**config.mk**
```make
export PLATFORM = sky130hd
export DESIGN_NAME = nuc_pattern_scanner
export DESIGN_NICKNAME = d
export VERILOG_FILES = /design/src/rtl/nuc_pkg.sv /design/src/rtl/nuc_window.sv /design/src/rtl/nuc_pattern_scanner.sv
export SDC_FILE = /design/constraint.sdc
export NUM_CORES = 1
export LEC_CHECK = 0
export CAP_MARGIN = 20
export CORE_ASPECT_RATIO = 0.7
export CORE_MARGIN = 2
export CORE_UTILIZATION = 51
export DETAILED_ROUTE_END_ITERATION = 10
export HOLD_SLACK_MARGIN = 0.08
export PLACE_DENSITY_LB_ADDON = 0.12
export SYNTH_ARGS = -nofsm -noshare
export SYNTH_HDL_FRONTEND = slang
export SYNTH_HIERARCHICAL = 1
export SYNTH_SLANG_ARGS = --single-unit
```
**constraint.sdc**
```tcl
create_clock -name clock -period 2.4 [get_ports clock]
set_clock_uncertainty 0.05 [all_clocks]
set_input_delay 0.6 -clock clock [delete_from_list [all_inputs] [get_ports clock]]
set_output_delay 0.6 -clock clock [all_outputs]
set_load 0.03 [all_outputs]
```
**src/rtl/nuc_pkg.sv**
```systemverilog
// Shared nucleotide encodings, pattern geometry and scanner state type.
// Latency: n/a (types and constants only).
// Backpressure: n/a.
package nuc_pkg;

    typedef enum logic [1:0] {
        A = 2'b00,
        C = 2'b01,
        G = 2'b10,
        T = 2'b11
    } nuc_t;

    localparam int NUC_W   = 2;
    localparam int PAT_LEN = 4;
    localparam int PAT_W   = NUC_W * PAT_LEN;
    localparam int FILL_W  = $clog2(PAT_LEN + 1);

    typedef enum logic [1:0] {
        IDLE  = 2'd0,
        FETCH = 2'd1,
        DONE  = 2'd2
    } scan_state_t;

endpackage

```
**src/rtl/nuc_window.sv**
```systemverilog
// Sliding nucleotide window with a saturating fill count; exposes the post-shift window.
// Latency: next_window/full_next are combinational from the current state and nuc.
// Backpressure: none; shifts whenever shift is high, clear wins over shift.
module nuc_window
    import nuc_pkg::*;
(
    input  logic             clock,
    input  logic             reset,
    input  logic             clear,
    input  logic             shift,
    input  logic [NUC_W-1:0] nuc,
    output logic [PAT_W-1:0] next_window,
    output logic             full_next
);

    logic [PAT_W-1:0]  window;
    logic [FILL_W-1:0] fill;

    assign next_window = {window[PAT_W-NUC_W-1:0], nuc};
    // The incoming nucleotide completes a full pattern once PAT_LEN-1 are already held.
    assign full_next   = (fill >= FILL_W'(PAT_LEN - 1));

    always_ff @(posedge clock) begin
        if (reset || clear) begin
            window <= '0;
            fill   <= '0;
        end else if (shift) begin
            window <= next_window;
            if (fill != FILL_W'(PAT_LEN))
                fill <= fill + 1'b1;
        end
    end

endmodule

```
**src/rtl/nuc_pattern_scanner.sv**
```systemverilog
// Scans a nucleotide address range and counts 4-nucleotide pattern matches (NUC_OVERLAP_EN: count overlaps).
// Latency: start at cycle 0, one read per cycle over cycles 1..len, done pulses at cycle len+1.
// Backpressure: none; start is ignored unless IDLE, memory reads are single-cycle combinational.
module nuc_pattern_scanner
    import nuc_pkg::*;
#(
    parameter int AW = 16
) (
    input  logic             clock,
    input  logic             reset,
    input  logic             start,
    input  logic [AW-1:0]    base_addr,
    input  logic [AW:0]      len,
    input  logic [PAT_W-1:0] pattern,
    output logic [AW-1:0]    mem_addr,
    output logic             mem_re,
    input  logic [NUC_W-1:0] mem_data,
    output logic             busy,
    output logic             done,
    output logic             found,
    output logic [AW:0]      match_count,
    output logic [AW-1:0]    first_match_addr
);

    scan_state_t      state_q, state_d;
    logic             accept;
    logic             fetching;
    logic             last;
    logic             hit;
    logic             win_clear;
    logic [AW-1:0]    addr_q;
    logic [AW:0]      remain_q;
    logic [PAT_W-1:0] pat_q;
    logic [PAT_W-1:0] next_window;
    logic             full_next;

    assign fetching = (state_q == FETCH);
    assign last     = (remain_q == {{AW{1'b0}}, 1'b1});
    assign hit      = fetching && full_next && (next_window == pat_q);
    assign mem_addr = addr_q;

`ifdef NUC_OVERLAP_EN
    assign win_clear = accept;
`else
    // Restarting the fill after a hit forces the next match to begin past this one.
    assign win_clear = accept || hit;
`endif

    always_ff @(posedge clock) begin
        if (reset)
            state_q <= IDLE;
        else
            state_q <= state_d;
    end

    always_comb begin
        state_d = state_q;
        accept  = 1'b0;
        mem_re  = 1'b0;
        busy    = 1'b0;
        done    = 1'b0;
        case (state_q)
            IDLE: begin
                if (start) begin
                    accept  = 1'b1;
                    state_d = (len == '0) ? DONE : FETCH;
                end
            end
            FETCH: begin
                mem_re = 1'b1;
                busy   = 1'b1;
                if (last)
                    state_d = DONE;
            end
            DONE: begin
                done    = 1'b1;
                state_d = IDLE;
            end
            default: state_d = IDLE;
        endcase
    end

    always_ff @(posedge clock) begin
        if (reset) begin
            addr_q           <= '0;
            remain_q         <= '0;
            pat_q            <= '0;
            match_count      <= '0;
            found            <= 1'b0;
            first_match_addr <= '0;
        end else if (accept) begin
            addr_q           <= base_addr;
            remain_q         <= len;
            pat_q            <= pattern;
            match_count      <= '0;
            found            <= 1'b0;
            first_match_addr <= '0;
        end else if (fetching) begin
            addr_q   <= addr_q + 1'b1;
            remain_q <= remain_q - 1'b1;
            if (hit) begin
                match_count <= match_count + 1'b1;
                if (!found) begin
                    found            <= 1'b1;
                    first_match_addr <= addr_q - AW'(PAT_LEN - 1);
                end
            end
        end
    end

    nuc_window u_window (
        .clock       (clock),
        .reset       (reset),
        .clear       (win_clear),
        .shift       (fetching),
        .nuc         (mem_data),
        .next_window (next_window),
        .full_next   (full_next)
    );

endmodule
```
==> results.sh, run 1 <==
export IMPL_synth_cell_types=55
export IMPL_path_delay_family="buffers and inverters"
export IMPL_clock_path_buffers=2
export IMPL_fin_crit_ps=2370
export IMPL_path_clk_slew_ps=60
export IMPL_synth_cell_area_mm2=0.004484
export IMPL_synth_seq_area_share=0.3839
export IMPL_ys_seq_elements=86
export IMPL_viasPerCell=5.858
export IMPL_die_h_um=82.46
export IMPL_hold_ws_ps=417.3
export IMPL_crit_chain="nor2b_1 > clkdlybuf4s50_1"
export IMPL_cp_end_kind="output port"
export IMPL_grt_pass1_vias=4009
export IMPL_port_buffers=98
export IMPL_r2r_start="mem_addr[0]"
export IMPL_clock_sinks=86
export IMPL_routedWlPerCell_um=16.64
export IMPL_vias=4522
export IMPL_core_mm2=0.008478
export IMPL_synthArstFlopShare=0
export IMPL_drt_iter0_markers=379
export IMPL_nets=700
export IMPL_clock_power_share=0.376
export IMPL_rrSetupSlack_ps=340
export IMPL_cp_max_fo=3
export IMPL_crit_buf_inv=1
export IMPL_fmaxAchievable_ghz=0.4219
export IMPL_r2r_cells=6
export IMPL_power_density_mw_per_mm2=665.4
export IMPL_ys_flop_type="dfxtp_1"
export IMPL_numCtsBuffers=9
export IMPL_critPathArrivalTime_ps=1720
export IMPL_cts_tree="built"
export IMPL_cts_root_buf="clkbuf_16"
export IMPL_dp_hpwl_um=9024
export IMPL_final_area_mm2=0.006076
export IMPL_drv_cap=0
export IMPL_worstSetupStartpointType="flip-flop"
export IMPL_synthesis_nets=596
export IMPL_p_sw_uw=1170
export IMPL_rsz0062_at_grt="false"
export IMPL_p_int_uw=2872
export IMPL_dpl_cell_area_mm2=0.005744
export IMPL_crit_path_max_incr_delay_ps=730
export IMPL_ant_nets=0
export IMPL_antenna_found_initial=0
export IMPL_grt_use_total=0.2712
export IMPL_cts_max_level=3
export IMPL_globalplace_congestion=0.9103
export IMPL_post_route_drc_count=0
export IMPL_yosysWarningCount=6
export IMPL_multi_input_area_mm2=0.002539
export IMPL_synthToLayoutAreaGrowth_pct=35.49
export IMPL_drive_above_1_share=0.1058
export IMPL_initial_core_util=0.5289
export IMPL_critical_path_depth=2
export IMPL_synth_cells=543
export IMPL_status="finished, final reports clean"
export IMPL_overflow=0
export IMPL_p_leak_uw=0.002224
export IMPL_die_x_um=116.1
export IMPL_area_sequential_mm2=0.001722
export IMPL_irDropWorstVdd_uv=402.4
export IMPL_hold_start="pat_q[5]"
export IMPL_r2r_end="first_match_addr[12]"
export IMPL_diodes=0
export IMPL_boundaryPins=99
export IMPL_tightest_slew_ps=663.4
export IMPL_insertion_delay_ps=340
export IMPL_pwr_share_seq=0.398
export IMPL_p_total_uw=4043
export IMPL_crit_type="flip-flop to output port"
export IMPL_period_share=0.9876
export IMPL_hold_path_class="flip-flop to flip-flop"
export IMPL_drt_first_pass_iters=5
export IMPL_die_area_mm2=0.009571
export IMPL_slew_headroom=0.5544
export IMPL_share_comb_of_total_power=0.226
export IMPL_dp_cells=756
export IMPL_switching_share=0.2895
export IMPL_worstPathRequired_ps=1750
export IMPL_final_cells=772
export IMPL_grt_max_degree=35
export IMPL_hold_depth=2
export IMPL_cpMaxStageDelayCell="clkdlybuf4s50_1"
export IMPL_grt_pass1_wl_um=19980
export IMPL_final_setup_viol_count=0
export IMPL_hold_violations=0
export IMPL_synth_edf_count=0
export IMPL_drt_total_wl_um=12850
export IMPL_worstHoldEndpoint="pat_q[5]"
export IMPL_maxSlewViolCount=0
export IMPL_n_fill_cell=697
export IMPL_fp_row_count=28
export IMPL_syn_area_per_cell_um2=8.258
-- logic make-up (layout without fill, tap and decap cells) --
group | after synthesis | after routing | synth area share
buf+inv | 54 | 163 | 0.05190
fa+ha+maj | 7 | 7 | 0.01953
compound gates | 131 | 131 | 0.1864
xor+xnor | 39 | 39 | 0.07617
simple gates | 204 | 204 | 0.2327
mux | 22 | 22 | 0.04939
flops | 86 | 86 | 0.3839
-- power by group through the flow --
stage	Combinational [uW]	Clock, uW	Sequential, uW
after floorplan	537	0	1650
after global placement	875	0	1630
after detailed placement	897	0	1630
after CTS	906	1540	1600
after global routing	990	1590	1620
final	915	1520	1610
-- area by class of cell --
cell class                 instances  area share
clock buffer                      11     0.03995
inverter                          15    0.009267
timing repair buffer             132      0.2113
multi-input combinational        403      0.4178
tap                              120     0.02471
clock inverter                     5     0.01359
sequential                        86      0.2834
-- per-stage QoR --
step / util / setup slack [ps] / TNS (ps)
after global placement: 0.6775 / -151.3 / -1991
after global routing: 0.7166 / 0.9209 / 0
after CTS: 0.7159 / 57.10 / 0
after floorplan: - / 185.7 / 0
final: 0.7166 / 29.70 / 0
after detailed placement: 0.6775 / -282.3 / -5535
-- sequential cells by signal (all words and copies together), names as in the netlist --
name and cells:
first_match_addr 16, found 1, match_count 17, mem_addr 16, pat_q 8, remain_q 17
state_q 2, u_window/fill 3, u_window/window 6
-- synth_stat cells (all sizes together), types with 9 or more instances --
cell / number / area, um2
xnor2: 18 / 157.7
nor4: 10 / 68.81
xor2: 21 / 183.9
a22oi: 11 / 82.58
nor3: 12 / 65.06
dfxtp: 86 / 1722
nand3: 14 / 70.07
mux2i: 21 / 210.2
nand4: 14 / 87.58
nor2: 64 / 240.2
buf: 12 / 75.07
a21oi: 43 / 215.2
clkbuf: 27 / 101.4
inv: 15 / 56.30
and3: 9 / 56.30
o22ai: 14 / 87.58
or3: 21 / 135.1
o21ai: 24 / 120.1
nand2: 38 / 142.6
-- layout by cell type, fill, tap and decap left out, drive strengths merged, types with 7 or more instances in the layout --
cell	instances
a21oi	43
nor4	10
nor2	64
mux2i	21
buf	36
nand3	14
xor2	21
clkbuf	11
dfxtp	86
or3	21
a22oi	11
o21ai	24
and3	9
inv	15
clkdlybuf4s50	95
ha	7
nand4	14
nand2	38
nor3	12
a31oi	7
o22ai	14
xnor2	18
-- layer usage --
layer | vias up | global-route usage | wire length [um]
met3 | 26 | 0.05547 | 1042
met4 | 0 | 0.1179 | 293
met2 | 219 | 0.4211 | 5677
li1 | 2176 | - | -
met1 | 2101 | 0.3687 | 5835
met5 | - | 0 | 0
-- repair_timing --
action | in CTS | in global routing
setup endpoints to repair | 0 | 2
buffers inserted | 0 | 0
hold buffers | 0 | 0
resized for setup | 0 | 2
-- worst min-delay path, stage by stage (launching register included) --
cell and delay, ps:
dfxtp_1 320, nand2_1 50, a21oi_1 50
-- worst max-delay path by stage --
stage	start	to	slack [ps]
global route	mem_addr[5]	mem_addr[5]	0.9
global placement	mem_data[1]	match_count[16]	-150
finish	state_q[1]	done	30
CTS	state_q[1]	done	60
detailed placement	mem_data[1]	match_count[13]	-280
floorplan	mem_data[1]	first_match_addr[7]	190
Power figures use the tool's default switching activity.
==> run 2: changes to the inputs <==
clock period = 2.7 ns   (was 2.4 ns; I/O delays follow)
==> run 2 against run 1 <==
Effect of this change: hold slack better by 0.65 ps; routed wire length shrank 1.5%; highest routed layer unchanged; critical path type is now input port to flip-flop; critical path depth up 5; via count shrank 2.0%; largest power group unchanged; count of clock-buffer cells in the layout shrank 2; core utilization down 1.4 points.
==> results.sh, run 2 (same netlist as run 1, synthesis figures left out) <==
export IMPL_path_clk_slew_ps=70
export IMPL_antenna_found_initial=0
export IMPL_cts_max_level=3
export IMPL_final_cells=759
export IMPL_critPathArrivalTime_ps=2660
export IMPL_hold_path_class="flip-flop to flip-flop"
export IMPL_core_mm2=0.008478
export IMPL_crit_path_max_incr_delay_ps=440
export IMPL_insertion_delay_ps=340
export IMPL_initial_core_util=0.5289
export IMPL_drv_cap=0
export IMPL_irDropWorstVdd_uv=410.1
export IMPL_dp_cells=744
export IMPL_drt_total_wl_um=12650
export IMPL_fmaxAchievable_ghz=0.4112
export IMPL_maxSlewViolCount=0
export IMPL_die_h_um=82.46
export IMPL_grt_pass1_vias=4119
export IMPL_die_area_mm2=0.009571
export IMPL_worstPathRequired_ps=2930
export IMPL_p_leak_uw=0.002140
export IMPL_synthToLayoutAreaGrowth_pct=32.78
export IMPL_use_met3=0.06861
export IMPL_overflow=0
export IMPL_drt_first_pass_iters=5
export IMPL_cts_resized=0
export IMPL_grt_max_degree=35
export IMPL_p_int_uw=2502
export IMPL_clock_path_buffers=2
export IMPL_port_buffers=98
export IMPL_boundaryPins=99
export IMPL_tightest_slew_ps=633.4
export IMPL_vias=4433
export IMPL_cts_hold_buf=0
export IMPL_use_met1=0.3665
export IMPL_ant_nets=0
export IMPL_power_density_mw_per_mm2=593.6
export IMPL_cpMaxStageDelayCell="clkdlybuf4s50_1"
export IMPL_fin_crit_ps=2432
export IMPL_cp_end_kind="flip-flop"
export IMPL_grt_pass1_wl_um=20010
export IMPL_final_common_cell="clkdlybuf4s50_1"
export IMPL_n_fill_cell=690
export IMPL_period_share=0.9006
export IMPL_cts_root_buf="clkbuf_16"
export IMPL_fp_row_count=28
export IMPL_slew_headroom=0.5745
export IMPL_pre_cts_ws_ps=-23.20
export IMPL_reg_top3="match_count x17, remain_q x17"
export IMPL_hold_violations=0
export IMPL_crit_chain="clkdlybuf4s50_1 > xor2_1 > nor4_2 > nand4_1 > buf_4 > or4_1 > a21oi_1"
export IMPL_share_comb_of_total_power=0.218
export IMPL_globalplace_congestion=0.9187
export IMPL_dp_hpwl_um=8808
export IMPL_mostFrequentLayoutCells="clkdlybuf4s50_1 (96), dfxtp_1 (86), nor2_1 (64)"
export IMPL_routedWlPerCell_um=16.67
export IMPL_diodes=0
export IMPL_postCtsSetupBuffers=0
export IMPL_cts_tree="built"
export IMPL_drt_iter0_markers=418
export IMPL_pwr_share_seq=0.408
export IMPL_switching_share=0.2923
export IMPL_grt_use_total=0.2691
export IMPL_met2_usage=0.4345
export IMPL_clock_power_share=0.374
export IMPL_die_x_um=116.1
export IMPL_worstSetupStartpointType="input port"
export IMPL_status="finished, final reports clean"
export IMPL_viasPerCell=5.841
export IMPL_p_sw_uw=1033
export IMPL_drive_above_1_share=0.08764
export IMPL_fin_util=0.7023
export IMPL_final_setup_viol_count=0
export IMPL_nets=688
export IMPL_post_route_drc_count=0
export IMPL_rsz0062_at_grt="false"
export IMPL_cp_max_fo=14
export IMPL_clock_sinks=86
export IMPL_grt_busiest_layer="met2"
export IMPL_numCtsBuffers=9
export IMPL_p_total_uw=3535
export IMPL_crit_type="input port to flip-flop"
export IMPL_fin_ws_ps=268.3
[run 2: area by class of cell]
| class | instances | area (um2) | share of cell area |
|---|---|---|---|
| clock buffer | 9 | 225.2 | 0.03782 |
| clock inverter | 6 | 87.58 | 0.01471 |
| inverter | 15 | 56.30 | 0.009456 |
| multi-input combinational | 403 | 2535 | 0.4257 |
| sequential | 86 | 1722 | 0.2891 |
| tap | 120 | 150.1 | 0.02522 |
| timing repair buffer | 120 | 1179 | 0.1979 |
[run 2: path summary, 6_finish.rpt]
kind / from / cells past startpoint / to / slack [ps]
setup / recovery: mem_data[1] / 7 / match_count[16] / 270
hold / removal: pat_q[2] / 2 / pat_q[2] / 420
setup reg to reg: mem_addr[0] / 6 / first_match_addr[8] / 500
hold reg to reg: pat_q[2] / 2 / pat_q[2] / 420
[run 2: worst max-delay path, delay by kind of cell]
family / cells / cell delay, ps
AOI/OAI and AO/OA: 1 / 170
and+or+nand+nor: 3 / 990
buffers and inverters: 2 / 650
xor gates and xnor gates: 1 / 170
[run 2: power groups by stage]
stage	combinational, uW	clock (uW)	sequential (uW)
finish	770	1320	1440
global route	835	1410	1450
CTS	765	1340	1440
detailed placement	760	0	1470
global placement	742	0	1460
floorplan	477	0	1470
[run 2: stage by stage]
stage          area [um2]  hold slack (ps)  TNS [ps]
6_report             5954            418.0         0
5_1_grt              5954            435.4         0
4_1_cts              5954            419.5         0
3_5_place_dp         5642            410.9    -23.25
3_3_place_gp         5642            405.2         0
2_1_floorplan        4484            398.1         0
[run 2: layer usage]
metal  up-vias  share of wire
li1       2143              -
met1      2087           0.45
met2       185           0.46
met3        18          0.076
met4         0          0.013
met5         -              0
